### config.mk
export PLATFORM = sky130hd
export DESIGN_NAME = fpu_seq
export DESIGN_NICKNAME = d
export VERILOG_FILES = /design/src/rtl/fpu_pkg.sv /design/src/rtl/fpu_req_fifo.sv /design/src/rtl/fpu_seq.sv
export SDC_FILE = /design/constraint.sdc
export NUM_CORES = 1
export LEC_CHECK = 0
export BUFFER_PORTS_ARGS = -buffer_cell sky130_fd_sc_hd__buf_2
export CELL_PAD_IN_SITES_DETAIL_PLACEMENT = 0
export CELL_PAD_IN_SITES_GLOBAL_PLACEMENT = 1
export CORE_MARGIN = 1.5
export CORE_UTILIZATION = 37
export CTS_CLUSTER_SIZE = 16
export DETAILED_ROUTE_END_ITERATION = 6
export GPL_TIMING_DRIVEN = 0
export PLACE_DENSITY_LB_ADDON = 0.05
export SYNTH_ARGS = -nofsm -noshare
export SYNTH_HDL_FRONTEND = slang
export SYNTH_SLANG_ARGS = --single-unit
### constraint.sdc
create_clock -name clk -period 6.3 [get_ports clk]
set_input_delay 1.26 -clock clk [delete_from_list [all_inputs] [get_ports clk]]
set_output_delay 1.26 -clock clk [all_outputs]
set_load 0.005 [all_outputs]
### src/rtl/fpu_pkg.sv
`default_nettype none
// ============================================================================
//  Module      : fpu_pkg
//  Description : Shared FPU opcodes, sequencer state encoding, command record
//                and opcode classification helpers.
//  Revision    : 1.0 - initial release
// ============================================================================
package fpu_pkg;

    // Opcode encodings understood by the FPU
    localparam logic [5:0] c_op_fneg = 6'd0;
    localparam logic [5:0] c_op_fadd = 6'd1;
    localparam logic [5:0] c_op_fsub = 6'd2;
    localparam logic [5:0] c_op_fmul = 6'd3;
    localparam logic [5:0] c_op_fclt = 6'd4;
    localparam logic [5:0] c_op_ftoi = 6'd5;
    localparam logic [5:0] c_op_itof = 6'd6;
    localparam logic [5:0] c_op_mov  = 6'd7;
    localparam logic [5:0] c_op_set  = 6'd8;
    localparam logic [5:0] c_op_get  = 6'd9;

    // Sequencer states
    typedef enum logic [1:0] {
        ST_IDLE  = 2'd0,
        ST_ISSUE = 2'd1,
        ST_WAIT  = 2'd2,
        ST_GAP   = 2'd3
    } fpu_state_t;

    // One queued FPU command
    typedef struct packed {
        logic [5:0]  op;
        logic [4:0]  x1;
        logic [4:0]  x2;
        logic [4:0]  y;
        logic [31:0] data;
    } fpu_cmd_t;

    localparam int c_cmd_w = $bits(fpu_cmd_t);

    // True for every opcode the FPU implements
    function automatic logic is_known_op(input logic [5:0] op);
        case (op)
            c_op_fneg, c_op_fadd, c_op_fsub, c_op_fmul, c_op_fclt,
            c_op_ftoi, c_op_itof, c_op_mov, c_op_set, c_op_get:
                is_known_op = 1'b1;
            default:
                is_known_op = 1'b0;
        endcase
    endfunction

    // True for opcodes whose result goes back to the integer side
    function automatic logic has_result(input logic [5:0] op);
        has_result = (op == c_op_fclt) || (op == c_op_ftoi) || (op == c_op_get);
    endfunction

endpackage
`default_nettype wire

### src/rtl/fpu_req_fifo.sv
`default_nettype none
// ============================================================================
//  Module      : fpu_req_fifo
//  Description : In-order command queue for the FPU sequencer. The ready flag
//                is registered from the next occupancy, so it never reacts
//                combinationally to a same-cycle pop.
//  Revision    : 1.0 - initial release
// ============================================================================
module fpu_req_fifo
    import fpu_pkg::*;
#(
    parameter int DEPTH = 4
) (
    input  logic               clk,
    input  logic               rstn,
    input  logic               i_push,
    input  logic [c_cmd_w-1:0] i_cmd,
    input  logic               i_pop,
    output logic [c_cmd_w-1:0] o_head,
    output logic               o_empty,
    output logic               o_ready
);

    localparam int             c_aw   = $clog2(DEPTH);
    localparam logic [c_aw:0]  c_full = (c_aw + 1)'(DEPTH);

    logic [c_cmd_w-1:0] r_mem [DEPTH];
    logic [c_aw-1:0]    r_wr_ptr;
    logic [c_aw-1:0]    r_rd_ptr;
    logic [c_aw:0]      r_count;
    logic               r_ready;

    logic               w_push;
    logic               w_pop;
    logic [c_aw:0]      w_count_nxt;

    assign w_push  = i_push && r_ready;
    assign w_pop   = i_pop && (r_count != '0);
    assign o_head  = r_mem[r_rd_ptr];
    assign o_empty = (r_count == '0);
    assign o_ready = r_ready;

    // Occupancy after this cycle; push and pop together cancel out
    always_comb begin
        w_count_nxt = r_count;
        if (w_push && !w_pop) begin
            w_count_nxt = r_count + 1'b1;
        end else if (!w_push && w_pop) begin
            w_count_nxt = r_count - 1'b1;
        end
    end

    // Pointers (wrap naturally since DEPTH is a power of two), count, ready
    always_ff @(posedge clk) begin
        if (!rstn) begin
            r_wr_ptr <= '0;
            r_rd_ptr <= '0;
            r_count  <= '0;
            r_ready  <= 1'b1;
        end else begin
            if (w_push) begin
                r_wr_ptr <= r_wr_ptr + 1'b1;
            end
            if (w_pop) begin
                r_rd_ptr <= r_rd_ptr + 1'b1;
            end
            r_count <= w_count_nxt;
            r_ready <= (w_count_nxt != c_full);
        end
    end

    // Payload storage; contents are only meaningful while counted as occupied
    always_ff @(posedge clk) begin
        if (w_push) begin
            r_mem[r_wr_ptr] <= i_cmd;
        end
    end

endmodule
`default_nettype wire

### src/rtl/fpu_seq.sv
`default_nettype none
// ============================================================================
//  Module      : fpu_seq
//  Description : Queues FPU commands and issues them one at a time, holding
//                each on the FPU port until completion, inserting a writeback
//                gap after multi-cycle ops and returning integer-side results.
//  Revision    : 1.0 - initial release
// ============================================================================
module fpu_seq
    import fpu_pkg::*;
#(
    parameter int DEPTH = 4
) (
    input  logic        clk,
    input  logic        rstn,
    input  logic        req_valid,
    output logic        req_ready,
    input  logic [5:0]  req_op,
    input  logic [4:0]  req_x1,
    input  logic [4:0]  req_x2,
    input  logic [4:0]  req_y,
    input  logic [31:0] req_data,
    output logic        fpu_ready,
    output logic [5:0]  fpu_operation,
    output logic [4:0]  fpu_x1,
    output logic [4:0]  fpu_x2,
    output logic [4:0]  fpu_y,
    output logic [31:0] fpu_in_data,
    input  logic        fpu_valid,
    input  logic        fpu_out_data1,
    input  logic [31:0] fpu_out_data32,
    output logic        rsp_valid,
    output logic        rsp_data1,
    output logic [31:0] rsp_data32,
    output logic        bad_op,
    output logic        busy
);

    fpu_state_t  r_state;
    logic        r_fpu_ready;
    logic        r_rsp_valid;
    logic        r_rsp_data1;
    logic [31:0] r_rsp_data32;
    logic        r_bad_op;

    fpu_cmd_t           w_req_cmd;
    fpu_cmd_t           w_head;
    logic [c_cmd_w-1:0] w_head_bits;
    logic               w_empty;
    logic               w_done;
    logic               w_drop;
    logic               w_pop;

    assign w_req_cmd = '{op: req_op, x1: req_x1, x2: req_x2, y: req_y, data: req_data};
    assign w_head    = w_head_bits;

    // Completion only counts while a command is actually on the FPU port
    assign w_done = ((r_state == ST_ISSUE) || (r_state == ST_WAIT)) && fpu_valid;
    // Unknown opcodes are dropped from the head without ever being issued
    assign w_drop = (r_state == ST_IDLE) && !w_empty && !is_known_op(w_head.op);
    assign w_pop  = w_done || w_drop;

    fpu_req_fifo #(
        .DEPTH (DEPTH)
    ) u_fifo (
        .clk     (clk),
        .rstn    (rstn),
        .i_push  (req_valid),
        .i_cmd   (w_req_cmd),
        .i_pop   (w_pop),
        .o_head  (w_head_bits),
        .o_empty (w_empty),
        .o_ready (req_ready)
    );

    // Issue FSM with registered handshake, response capture and bad-op pulse
    always_ff @(posedge clk) begin
        if (!rstn) begin
            r_state      <= ST_IDLE;
            r_fpu_ready  <= 1'b0;
            r_rsp_valid  <= 1'b0;
            r_rsp_data1  <= 1'b0;
            r_rsp_data32 <= '0;
            r_bad_op     <= 1'b0;
        end else begin
            r_rsp_valid <= 1'b0;
            r_bad_op    <= w_drop;
            if (w_done && has_result(w_head.op)) begin
                r_rsp_valid  <= 1'b1;
                r_rsp_data1  <= fpu_out_data1;
                r_rsp_data32 <= fpu_out_data32;
            end
            case (r_state)
                ST_IDLE: begin
                    if (!w_empty && is_known_op(w_head.op)) begin
                        r_state     <= ST_ISSUE;
                        r_fpu_ready <= 1'b1;
                    end
                end
                ST_ISSUE: begin
                    // Single-cycle ops finish here and need no writeback gap
                    if (fpu_valid) begin
                        r_state     <= ST_IDLE;
                        r_fpu_ready <= 1'b0;
                    end else begin
                        r_state <= ST_WAIT;
                    end
                end
                ST_WAIT: begin
                    if (fpu_valid) begin
                        r_state     <= ST_GAP;
                        r_fpu_ready <= 1'b0;
                    end
                end
                ST_GAP: begin
                    r_state <= ST_IDLE;
                end
                default: begin
                    r_state     <= ST_IDLE;
                    r_fpu_ready <= 1'b0;
                end
            endcase
        end
    end

    assign fpu_ready     = r_fpu_ready;
    assign fpu_operation = w_head.op;
    assign fpu_x1        = w_head.x1;
    assign fpu_x2        = w_head.x2;
    assign fpu_y         = w_head.y;
    assign fpu_in_data   = w_head.data;
    assign rsp_valid     = r_rsp_valid;
    assign rsp_data1     = r_rsp_data1;
    assign rsp_data32    = r_rsp_data32;
    assign bad_op        = r_bad_op;
    assign busy          = !w_empty || (r_state != ST_IDLE);

endmodule
`default_nettype wire
Word-level counts from Yosys, hierarchy flattened
Memory sizes are Yosys's and may differ from the RTL's. A register that Yosys moved wholly into a read port is not among the register bits.
Cells that the tools add are included.

storage, ports and cells
  output and inout bits = 91
  logic and storage cells = 72
  register bits after elaboration = 46
  memories kept = 3
  latch bits = 0
  input bits = 90
  bits in writable memories = 212
  ROM bits = 32

operators by class
  div/mod/pow operators = 0
  mux-type cells = 18
  $lt $le $gt $ge = 0
  reductions and logical operators = 27
  shifts and indexed selects = 0
  $add $sub $neg = 4
  equal/unequal tests = 10
  bitwise gates (word level) = 0
  $mul = 0

memory list
  memory           words  bits a word  rd ports  clocked after Yosys merged registers in  wr ports  line                source
  u_fifo.r_mem     4      53           1         1                                        1         fpu_req_fifo.sv:27  logic [c_cmd_w-1:0] r_mem [DEPTH];
  (no name shown)  16     1            1         0                                        0         fpu_pkg.sv:43       case (op)
  (no name shown)  16     1            1         0                                        0         fpu_pkg.sv:43

operator list
  operator             number
  $eq 6x3->1 const B   2
  $mux 2               5
  $logic_and 1x1->1    9
  $mux 1               9
  $pmux 2 s4           1
  $eq 6x4->1 const B   1
  $mux 3               2
  $logic_or 1x1->1     5
  $add 2x1->2 const B  2
  $eq 2x2->1 const B   2
  $logic_not 1->1      4
  $logic_not 2->1      2
  $ne 2x1->1 const B   2
  $reduce_bool 2->1    2
  $add 3x1->3 const B  1
  $logic_not 3->1      1
  $ne 3x3->1 const B   1
  $reduce_and 3->1     1
  $reduce_bool 3->1    1
  $sub 3x1->3 const B  1
  $eq 2x1->1 const B   1
  $ne 2x2->1 const B   1
  $pmux 1 s2           1
  $reduce_and 2->1     1
  $reduce_or 2->1      1

Longest topological paths before layout
Gate-level depths: netlist of the first run.

  depth in word-level cells = 10
  mapped depth = 7
  mapped depth without buffers = 7

Cells and area by module
From an unflattened synthesis of the first run, not the netlist that was laid out.

unflattened totals
  cell total of the unflattened synthesis = 518
  area total of the unflattened synthesis = 9888.2 um2

by module, submodules not included
  module        area an instance (um2)  times used  cells each  sequential area each (um2)
  fpu_req_fifo  8215.4                  1           339         6566.3
  fpu_seq       1672.9                  1           179         760.7

Worst setup path before layout of the first run
No wires, ideal clock.

  path kind = reg2out
  start point = register (tool-made name)
  end point = output port fpu_in_data[17]
  cell stages (with the launch flop) = 5
  data required time = 5040 ps
  arrival = 2049 ps
  buffers on the path = 3
  setup slack = 2991 ps
  cells stage by stage = dfxtp_1 -> buf_6 -> buf_1 -> buf_1 -> mux4_2

RTL lines
  item              line           source
  end: declaration  fpu_seq.sv:28  output logic [31:0] fpu_in_data,

==> results of run 1 <==
-- logic make-up after synthesis --
kind of cell | count (synthesis) | synth area share (%)
mux | 88 | 15.8
fa+ha+maj | 11 | 1.40
xor+xnor | 3 | 0.409
simple gates | 72 | 4.33
buf+inv | 27 | 1.34
compound gates | 24 | 1.97
flops | 260 | 74.8
-- final cells by class --
cell class / instances / area (um^2)
antenna: 1 / 2.50
multi-input combinational: 198 / 2360
sequential: 260 / 7330
clock buffer: 40 / 802
inverter: 6 / 22.5
clock inverter: 12 / 93.8
buffer: 21 / 109
fill: 2293 / 13900
tap: 335 / 419
timing repair buffer: 184 / 1000
-- worst max path at each step --
| stage | depth (start not counted) | end | from | slack, ns |
|---|---|---|---|---|
| after floorplan | 4 | fpu_in_data[17] | flip-flop | 2.99 |
| final | 5 | fpu_x2[0] | flip-flop | 1.90 |
| after detailed placement | 5 | fpu_x2[0] | flip-flop | 2.31 |
| after global routing | 5 | fpu_x2[0] | flip-flop | 1.54 |
| after global placement | 2 | u_fifo.r_mem[1][39]$_DFFE_PP_ | req_valid | 1.98 |
| after CTS | 5 | fpu_x2[0] | flip-flop | 1.71 |
-- metal layers --
| layer | up-vias | GRT usage, % | wire, um |
|---|---|---|---|
| li1 | 2377 | - | - |
| met1 | 2485 | 17.7 | 8150 |
| met2 | 139 | 25.4 | 9950 |
| met3 | 32 | 4.16 | 1280 |
| met4 | 4 | 3.88 | 411 |
| met5 | - | 0 | 17 |
-- power groups by stage --
| stage | combinational, uW | clock (uW) | sequential, uW |
|---|---|---|---|
| 2_1_floorplan | 634 | 0 | 2120 |
| 3_3_place_gp | 1020 | 0 | 2130 |
| 3_5_place_dp | 1050 | 0 | 2120 |
| 4_1_cts | 1050 | 1620 | 2090 |
| 5_1_grt | 1120 | 1680 | 2100 |
| 6_report | 1020 | 1560 | 2090 |
-- worst max-delay path, stage by stage (launching register included) --
cell and delay (ns):
dfxtp_1 0.32, buf_6 0.16, buf_1 0.60, buf_1 0.77, mux4_2 0.61, buf_2 0.14
-- per-stage QoR --
step | total power [uW] | area [um^2]
floorplan | 2750 | 9800
global placement | 3150 | 11100
detailed placement | 3170 | 11200
CTS | 4760 | 12100
global route | 4910 | 12100
finish | 4670 | 12100
-- state kept, by name, indices dropped and copies added (netlist names), named ones only --
name             cells
u_fifo.r_mem       212
rsp_data32          32
u_fifo.r_count       3
u_fifo.r_rd_ptr      2
u_fifo.r_wr_ptr      2
bad_op               1
fpu_ready            1
r_state              1
rsp_data1            1
rsp_valid            1
u_fifo.o_ready       1
-- placed cells by master (no fill, tap or decap), types with 2 or more instances in the layout --
cell type    n
ha_1        11
clkinv_2     5
clkbuf_1    16
and2_1       7
o221a_2      2
nor2b_1     36
mux2i_1     35
xnor2_1      2
buf_1        6
buf_6        4
a31oi_1      2
nor4_1       2
nand2b_1     3
clkbuf_16   29
inv_1        6
clkinv_1     5
clkbuf_8     2
a21boi_0     2
a21oi_1      4
dfxtp_1     48
buf_16       3
nor3_1       4
mux4_2      53
nand2_1     10
o21ai_0      4
edfxtp_1   212
clkbuf_4     4
o21a_1       2
and3_4       4
buf_2      180
nand3b_1     2
==> flow_results.org, run 1 <==
** Placed design
- Total placed cells including tap cells :: 1004
- The HPWL after detailed placement is around 13000 um.
- Number of I/O port buffers :: 180
- Pre-CTS setup slack :: between 2 and 2.5 ns
- At the end of routability-driven placement, the weighted congestion stood at slightly above 0.7.

** Power
- Of the total power, the clock network draws between 30% and 40%.
- Internal :: roughly 3500 uW
- Static leakage :: approximately 0.0042 uW
- Sequential cells burn 44.7% of the power.
- In this run the power density over the cells is between 300 and 400 nW/um^2.
- Per report_power, the combinational group accounts for about 22% of the total.
- Of the total power, the share spent switching nets is 25.9%.
- Net switching power figure :: 1210 uW
- Largest vdd supply drop :: roughly 0.00026 V

** Global route
- In the global route stage, overall resource usage came out at around 15%.
- The number of global-route vias before repair is approximately 5500.
- Remaining Overflow, GRT :: 0
- The first global-routing pass estimated roughly 31000 um of wire.
- The initial antenna violation count is 3.
- Maximum number of pins on one net before global-route repair :: 53

** STA
- For the final database, setup skew stands at about 0.013 ns.
- Setup violations remaining at the end of the flow were counted as 0.
- Count of final max-slew check failures :: 0
- Setup total negative slack on the finished layout was measured at 0 ns.
- Of the available clock period, the critical path in the final layout requires between 60% and 70%.
- Setup repair after global routing left no endpoint under its margin.
- Across all hold checks on the routed design, the worst slack comes to approximately 0.49 ns.
- Subtracting the final worst setup slack from the clock period gives 4.40 ns.
- Final hold violations :: 0
- Setup slack closes at approximately 1.9 ns.
- For the pin with the worst max-slew slack, the measured transition is just over 0.9 ns.
- Max-slew headroom :: 37.7%
- Fmax :: 0.227 GHz

** Critical path
- Critical path arrival :: ~3.1 ns
- Worst Setup End Kind :: output port
- CP Data Required Time :: ~5 ns
- Terminus of the critical flop-to-flop path :: rsp_data32[20]$_SDFFE_PN0P_
- The worst setup path is of the flip-flop to output port kind.
- Element type at the critical path start :: flip-flop
- Along the worst path, the maximum fanout reaches 10.
- Setup slack of the worst register-to-register path :: between 3 and 4 ns
- Measured in cells, the most critical reg-to-reg path has a length of 7.

** Synthesis
- Distinct cells, synth :: 37
- By instance count, the leading cell after synthesis is edfxtp_1.
- Ys flop type :: edfxtp_1
- Synth cell count leaders :: edfxtp_1, mux4_2, dfxtp_1
- Post-synthesis cell count :: 485
- Count of warnings emitted by yosys :: 0
- After synthesis the netlist holds a flip-flop and latch count of 260.
- The biggest area contributor in the post-synthesis netlist is edfxtp_1.
- Avg Inst Size Synth :: roughly 20 um^2
- Post-synth EDFFs :: ~210
- In this run the cell area of the synthesized design comes to 9800 um^2.
- Of the post-synthesis cell area, the dominant cell type holds about 65%.
- After synthesis, the share of flip-flops with an asynchronous set or reset is 0%.
- Proportion of synthesized chip area in sequential cells :: between 70% and 80%
- When the netlist entered floorplanning its net count stood at between 500 and 600.
- In the post-synthesis netlist, the biggest area contributors are edfxtp_1, mux4_2, dfxtp_1.

** Cells and area
- Compared with the post-synthesis result, the final layout area differs by 23.9%.
- Cells fill a little under half of the core in the end.
- Total number of nets in the final design :: about 800
- Cells with a size suffix above 1 make up between 40% and 50% of the layout.
- Count of placed standard cells in the final layout, fillers left out :: ~1100

** Die
- Die Area :: roughly 27000 um^2
- Row count :: 59
- Starting Density :: between 30% and 40%
- Pin placement for this block handled 181 I/O pins.
- Height of the die :: 166 um
- From left edge to right edge, the die measures 166 um.
- Area of the core :: approximately 26000 um^2

** Flow run
- The tool flagged a number of max-cap violations equal to 0.

** Clock network
- Clock tree from TritonCTS :: yes
- The clock drives 260 sinks.
- In this run the number of H-tree levels came out at 1.
- Buffers inserted to repair hold after CTS numbered 0.
- Buffer levels on the longest clock path :: 3
- Post-CTS Repair Setup Buffers :: 0
- Latest clock arrival within the worst-skew pair :: 0.54 ns
- Root Buffer Master :: clkbuf_16
- After clock tree synthesis, the clock-pin slew on the worst setup and hold paths is 0.06 ns.
- TritonCTS created 29 clock buffers.
- PostCTS Resize Cnt :: 0

** Hold path
- The worst hold path passes through 2 cells.
- Class of the tightest hold or removal check :: flip-flop to flip-flop

** Route
- First-pass iteration count of the detailed router :: 4
- Overall via count from detail_route :: 5037
- Final routed wire length divided by cell count :: between 15 and 20 um
- In the routed design, unresolved DRC markers number 0.
- Number of DRC markers in iteration 0 :: 346
- Final wirelength :: approximately 20000 um
- The count of nets left with antenna violations once routing finished came out at 0.
- Vias per cell :: 4.77

** Status
- Run status :: completed
No activity file was read; power rests on OpenSTA's default activity.
==> run 2, diff against run 1 <==
==> constraint.sdc (replaced) <==
create_clock -name clk -period 3.6 [get_ports clk]
set_input_delay 0.72 -clock clk [delete_from_list [all_inputs] [get_ports clk]]
set_output_delay 0.72 -clock clk [all_outputs]
set_load 0.005 [all_outputs]
==> run 2 against run 1 <==
  * Via count fell by 0.32%
  * Die area did not move
  * Sequential power rose by 75%
  * Count of clock-buffer cells in the layout did not move
  * Utilization rose by 0.091 points
  * Hold slack got worse by 0.11 ns
  * Critical path type unchanged
==> flow_results.org, run 2 (synthesis results as in run 1) <==
** Critical path
- Element type at the critical path start :: flip-flop
- Peak fanout along the critical path :: 17 (+7)
- STA classifies the critical path endpoint as an output port.
- The worst path required time came to 2.88 ns (-2.16 ns).
- The worst reg-to-reg path cell count is 7 (unchanged).
- Critical path start-end classification :: flip-flop to output port
- Critical path arrival :: 2.57 ns (-0.57 ns)

** Flow run
- Max Cap Viol :: 0 (unchanged)

** Cells and area
- The net count of the finished layout was 800 (-0.12%).
- Largest register by flop count :: u_fifo.r_mem
- Most frequent standard cell in the layout excluding fill and tap cells :: edfxtp_1
- Count of placed standard cells in the final layout, fillers left out :: 1056 (-0.095%)
- Core utilization of the finished layout :: 46.7% (+0.091 points)
- The area growth from synthesis to layout is 24.1%.
- In the layout the commonest cells are edfxtp_1, buf_2, mux4_2, dfxtp_1, nor2b_1.
- Flip-flop count of the largest register after layout :: 212 (unchanged)
- Fraction of layout instances using a drive strength above 1 :: 41.3% (+1.0 points)

** STA
- The final setup violation count is 0 (unchanged).
- Post-route fraction of the period consumed by the critical path :: about nine tenths
- The max-slew headroom at the worst pin was 41.8% (+4.1 points).
- Min Tclk post-route :: 3.29 ns
- The accumulated negative setup slack came to 0 ns (unchanged).
- Final hold violations :: 0 (unchanged)
- Clk_skew :: 0.0145 ns (+0.00115 ns)
- RSZ-0062 raised after global routing :: false
- The number of max-slew violations in the final report was 0 (unchanged).
- Worst slew pin tran :: 0.873 ns (-0.0612 ns)
- Fmax :: around 0.3 GHz

** Route
- The residual antenna-violating net count after detailed routing was 0 (unchanged).
- The number of iterations in the first detailed-routing pass was 4 (unchanged).
- Number of DRC markers in iteration 0 :: 344 (-0.58%)
- The count of unresolved DRC violations after routing is 0 (unchanged).
- The vias per cell is 4.75 (-0.22%).
- Final wirelength :: 19800 um (-0.18%)
- The detail-routed net length per standard cell is 18.7 um (about the same).
- The detailed-route via count was 5021 (-0.32%).

** Clock network
- Root Buffer Master :: clkbuf_16
- The deepest clock path buffer count was 3 (unchanged).
- Clock sinks :: 260 (unchanged)
- Latest clock arrival within the worst-skew pair :: 0.54 ns (about the same)
- TritonCTS built the clock tree.
- H-Tree Level Count :: 1 (unchanged)
- The clock-pin slew on the worst setup and hold paths is 0.06 ns (about the same).
- The number of buffers created by CTS was 29 (unchanged).

** Power
- The switching power is 2110 uW (+75%).
- The maximum vdd drop came to 0.000450 V (+75%).
- Pwr per Cell Area :: 672 nW/um^2 (+75%)
- Clk pwr share :: 33.5% (about the same)
- Internal :: 6070 uW (+75%)
- Sequential share of power :: 44.7% (about the same)
- Net switching fraction of the power :: 25.8% (-0.082 points)
- The leakage power total came to 0.00427 uW (+0.52%).
- Portion of total power attributed to combinational logic :: 21.9% (about the same)

** Die
- Starting Density :: 37.6% (unchanged)
- I/O Pins :: 181 (unchanged)
- The die span in x is 166 um (unchanged).
- The die span in y came to 166 um (unchanged).
- The number of placement rows was 59 (unchanged).
- The area of the core came to 26100 um^2 (unchanged).
- The total die area came to 27500 um^2 (unchanged).

** Global route
- First-pass GRT wire length :: 31200 um (about the same)
- Maximum number of pins on one net before global-route repair :: 53 (unchanged)
- Antenna violations before repair :: 3 (unchanged)
- The total track usage was 14.5% (-0.016 points).
- The number of global-route vias before repair was 5443 (-0.18%).
- The total congestion overflow came to 0 (unchanged).

** Hold path
- Worst Hold Path Cells :: 1 (-1)
- Hold Crit Start :: req_y[1]
- The path class of the tightest hold or removal check is input port to flip-flop.

** Placed design
- Placer's final routability congestion estimate :: 0.726 (unchanged)
- Total placed cells including tap cells :: 1004 (unchanged)
- Sum of net half-perimeters after detailed placement :: 12800 um (unchanged)
- Number of I/O port buffers :: 180 (unchanged)

** Status
- Run status :: completed
==> run 2: repair_timing <==
item / 4_1_cts / 5_1_grt
setup endpoints to repair: 30 / 10
resized for setup: 9 / 2
setup buffers: 0 / 0
endpoints found under the hold margin: 0 / 0
hold buffers: 0 / 0
==> run 2: worst paths after layout <==
| path | slack, ns | to |
|---|---|---|
| worst max-delay path | 0.31 | fpu_in_data[11] |
| worst min-delay path | 0.38 | u_fifo.r_mem[2][33]$_DFFE_PP_ |
| worst max register to register | 0.75 | rsp_data32[20]$_SDFFE_PN0P_ |
| worst min register to register | 0.49 | flip-flop |
==> run 2: power by group through the flow <==
stage	Sequential [uW]	Combinational [uW]	Clock (uW)
after floorplan	3710	1110	0
after global placement	3730	1780	0
after global routing	3680	1970	2950
after detailed placement	3720	1830	0
final	3650	1790	2740
after CTS	3650	1850	2830
==> run 2: layout make-up <==
cell class	instances	area [um^2]
flip-flops and latches	260	7330
well taps	335	419
inverters	6	22.5
plain buffers	20	133
repair buffers	184	1000
fillers	2288	13900
diodes	1	2.50
clock inverters	12	93.8
multi-input cells	198	2360
clock buffers	40	802
==> run 2: metrics by stage <==
step	worst slack [ns]	cell area, um^2	power [uW]	hold slack, ns
6_report	0.315	12200	8180	0.385
5_1_grt	0.0248	12200	8590	0.367
4_1_cts	0.00475	12200	8340	0.358
3_5_place_dp	0.149	11200	5550	0.493
3_3_place_gp	-0.175	11100	5500	0.465
2_1_floorplan	0.831	9800	4810	0.451
==> run 2: critical path, cell delays in order (launching register included) <==
cell and delay (ns):
dfxtp_1 0.32, buf_6 0.24, buf_1 0.69, mux4_2 0.61, buf_2 0.16
==> run 2: per-layer routing <==
metal	track usage, %	up-vias	wire length, um
met1	17.8	2470	8160
met5	0	-	17
met2	25.2	136	9920
met4	3.88	4	410
met3	4.16	32	1270
li1	-	2379	-
==> run 3, diff against run 2 <==
--- a/config.mk
+++ b/config.mk
@@ -6,8 +6,6 @@
 export NUM_CORES = 1
 export LEC_CHECK = 0
 export BUFFER_PORTS_ARGS = -buffer_cell sky130_fd_sc_hd__buf_2
-export CELL_PAD_IN_SITES_DETAIL_PLACEMENT = 0
-export CELL_PAD_IN_SITES_GLOBAL_PLACEMENT = 1
 export CORE_MARGIN = 1.5
 export CORE_UTILIZATION = 37
 export CTS_CLUSTER_SIZE = 16
==> run 3 against run 2 <==
  * Die area unchanged
  * Count of clock-buffer cells in the layout down 8
  * Clock power is 7.3% higher
  * Critical path type unchanged
  * Critical endpoint is now fpu_in_data[9]
==> flow_results.org, run 3 (synthesis results as in run 1) <==
** Cells and area
- Largest register by flop count :: u_fifo.r_mem
- Area used by sequential logic in the layout :: 7330 um^2 (unchanged)
- The proportion of layout cells with a drive suffix above 1 was 40.9% (-0.31 points).
- The flip-flop count of the largest register after layout came to 212 (unchanged).
- In the layout the commonest cells are edfxtp_1, buf_2, mux4_2, dfxtp_1, nor2b_1.
- Most frequent standard cell in the layout excluding fill and tap cells :: edfxtp_1
- Fill cell count :: 2275 (-0.57%)
- Multi-input gate area in the final layout :: 2360 um^2 (unchanged)
- Total number of nets in the final design :: 801 (+0.13%)
- Compared with the post-synthesis result, the final layout area differs by 25.0%.

** Clock network
- The count of buffers added by post-CTS timing repair for setup was 0 (unchanged).
- The latest clock arrival within the worst-skew pair was 0.54 ns (about the same).
- H-Tree Level Count :: 1 (unchanged)
- Clock sinks :: 260 (unchanged)
- Clock tree from TritonCTS :: yes
- The clock-pin slew on the worst setup and hold paths came to 0.06 ns (about the same).
- Number of buffers added by the clock tree synthesis step :: 30 (+3.4%)
- Buffer levels on the longest clock path :: 3 (unchanged)
- Root Buffer Master :: clkbuf_16

** Route
- The DRC violation total after the first TritonRoute iteration was 215 (-38%).
- The count of unresolved DRC violations after routing is 0 (unchanged).
- Final wirelength :: 19200 um (-2.8%)
- First-pass iteration count of the detailed router :: 4 (unchanged)
- The vias per cell is 4.79 (+0.81%).
- The residual antenna-violating net count after detailed routing was 0 (unchanged).
- Overall via count from detail_route :: 5076 (+1.1%)
- The detail-routed net length per standard cell is 18.1 um (-3.1%).

** STA
- Max-slew headroom :: 41.1% (-0.73 points)
- The final count of hold timing violations is 0 (unchanged).
- Post-route fraction of the period consumed by the critical path :: 91.2% (about the same)
- Min Tclk post-route :: 3.28 ns (-0.000366 ns)
- The number of max-slew violations in the final report came to 0 (unchanged).
- The final setup violation count came to 0 (unchanged).
- Setup repair after global routing left no endpoint under its margin.
- Final worst setup slack :: 0.315 ns (+0.000366 ns)
- The slew at the pin closest to its max-slew limit is 0.884 ns (+0.0109 ns).
- The worst-case clock skew came to 0.00972 ns (-0.00481 ns).
- The highest clock frequency the design can meet is 0.304 GHz (about the same).

** Global route
- Remaining Overflow, GRT :: 0 (unchanged)
- Antenna violations before repair :: 3 (unchanged)
- First-pass GRT wire length :: 30200 um (-3.0%)
- The total track usage is 14.1% (-0.45 points).
- The number of global-route vias before repair came to 5358 (-1.6%).
- The largest net degree at the start of global routing was 50 (-5.7%).

** Critical path
- Worst Setup End Kind :: output port
- CP Data Required Time :: 2.88 ns (about the same)
- STA classifies the critical path startpoint as a flip-flop.
- Critical path arrival :: 2.56 ns (about the same)
- Peak fanout along the critical path :: 17 (unchanged)
- The worst setup path is of the flip-flop to output port kind.

** Placed design
- The number of port buffers is 180 (unchanged).
- The pre-CTS worst setup slack is 0.107 ns (-0.0422 ns).
- Sum of net half-perimeters after detailed placement :: 12000 um (-6.2%)
- Placer's final routability congestion estimate :: 0.764 (+5.4%)

** Die
- The starting density of the core is 37.6% (unchanged).
- The die span in y is 166 um (unchanged).
- The number of placement rows came to 59 (unchanged).
- The number of top-level pins came to 181 (unchanged).
- Area of the core :: 26100 um^2 (unchanged)
- The total die area is 27500 um^2 (unchanged).
- Die X-Extent :: 166 um (unchanged)

** Power
- The maximum vdd drop was 0.000463 V (+2.9%).
- Pwr per Cell Area :: 684 nW/um^2 (+1.7%)
- Overall Power :: 8370 uW (+2.4%)
- Static leakage :: 0.00430 uW (+0.61%)

** Hold path
- Class of the tightest hold or removal check :: input port to flip-flop

** Status
- The run finished with clean final reports.

** Flow run
- Max Cap Viol :: 0 (unchanged)
## run 3: changes by cell type in the layout (fill, tap and decap cells not counted)
cell / previous run / this run
clkbuf_16: 29 / 30
clkbuf_1: 13 / 10
clkinv_8: 0 / 1
inv_16: 1 / 0
clkbuf_8: 2 / 0
buf_16: 3 / 4
clkinv_1: 5 / 12
clkinvlp_4: 0 / 2
bufinv_16: 1 / 4
buf_12: 1 / 0
clkinv_2: 5 / 4
clkbuf_4: 4 / 0
## run 3: per-layer routing
| layer | up-vias | global-route usage, % | share of wire (%) |
|---|---|---|---|
| met4 | 4 | 3.72 | 2.2 |
| met1 | 2516 | 17.0 | 41 |
| li1 | 2376 | - | - |
| met5 | - | 0 | 0.12 |
| met3 | 37 | 4.35 | 6.7 |
| met2 | 143 | 24.5 | 50 |
## run 3: cell type report
| cell class | instances | area share (%) |
|---|---|---|
| flip-flops and latches | 260 | 59.8 |
| diodes | 1 | 0.0204 |
| inverters | 6 | 0.184 |
| multi-input cells | 198 | 19.3 |
| repair buffers | 184 | 8.25 |
| well taps | 335 | 3.42 |
| clock inverters | 23 | 1.77 |
| plain buffers | 20 | 1.08 |
| clock buffers | 32 | 6.19 |
## run 3: through the flow
stage	util (%)	area (um^2)	setup TNS, ns	cells	hold WS [ns]
after floorplan	-	9800	0	485	0.451
after global placement	42.7	11100	-39.14	1000	0.467
after detailed placement	43.2	11200	0	1004	0.482
after CTS	47.0	12200	0	1058	0.353
after global routing	47.0	12200	0	1058	0.362
final	47.0	12200	0	1059	0.388
## run 3: path summary, 6_finish.rpt
path / start / end / slack [ns] / depth (start not counted)
max: flip-flop / fpu_in_data[9] / 0.32 / 4
min: req_x1[2] / u_fifo.r_mem[2][44]$_DFFE_PP_ / 0.39 / 1
max reg2reg: flip-flop / rsp_data32[29]$_SDFFE_PN0P_ / 0.79 / 7
min reg2reg: flip-flop / flip-flop / 0.49 / 2
## run 3: what timing repair did
item	in CTS	in global routing
resized for setup	9	2
setup endpoints to repair	30	29
hold buffers	0	0
## run 3: where the power goes
part           internal [uW]  leakage [uW]  total (uW)  switching (uW)
combinational            875       0.00149        1790             912
clock                   1790      0.000470        2940            1140
sequential              3570       0.00233        3650            77.8
total                   6240       0.00430        8370            2130
## run 3: worst max-delay path: stages (launching register included)
cell     delay [ns]
dfxtp_1        0.33
buf_6          0.24
buf_1          0.70
mux4_2         0.61
buf_2          0.14
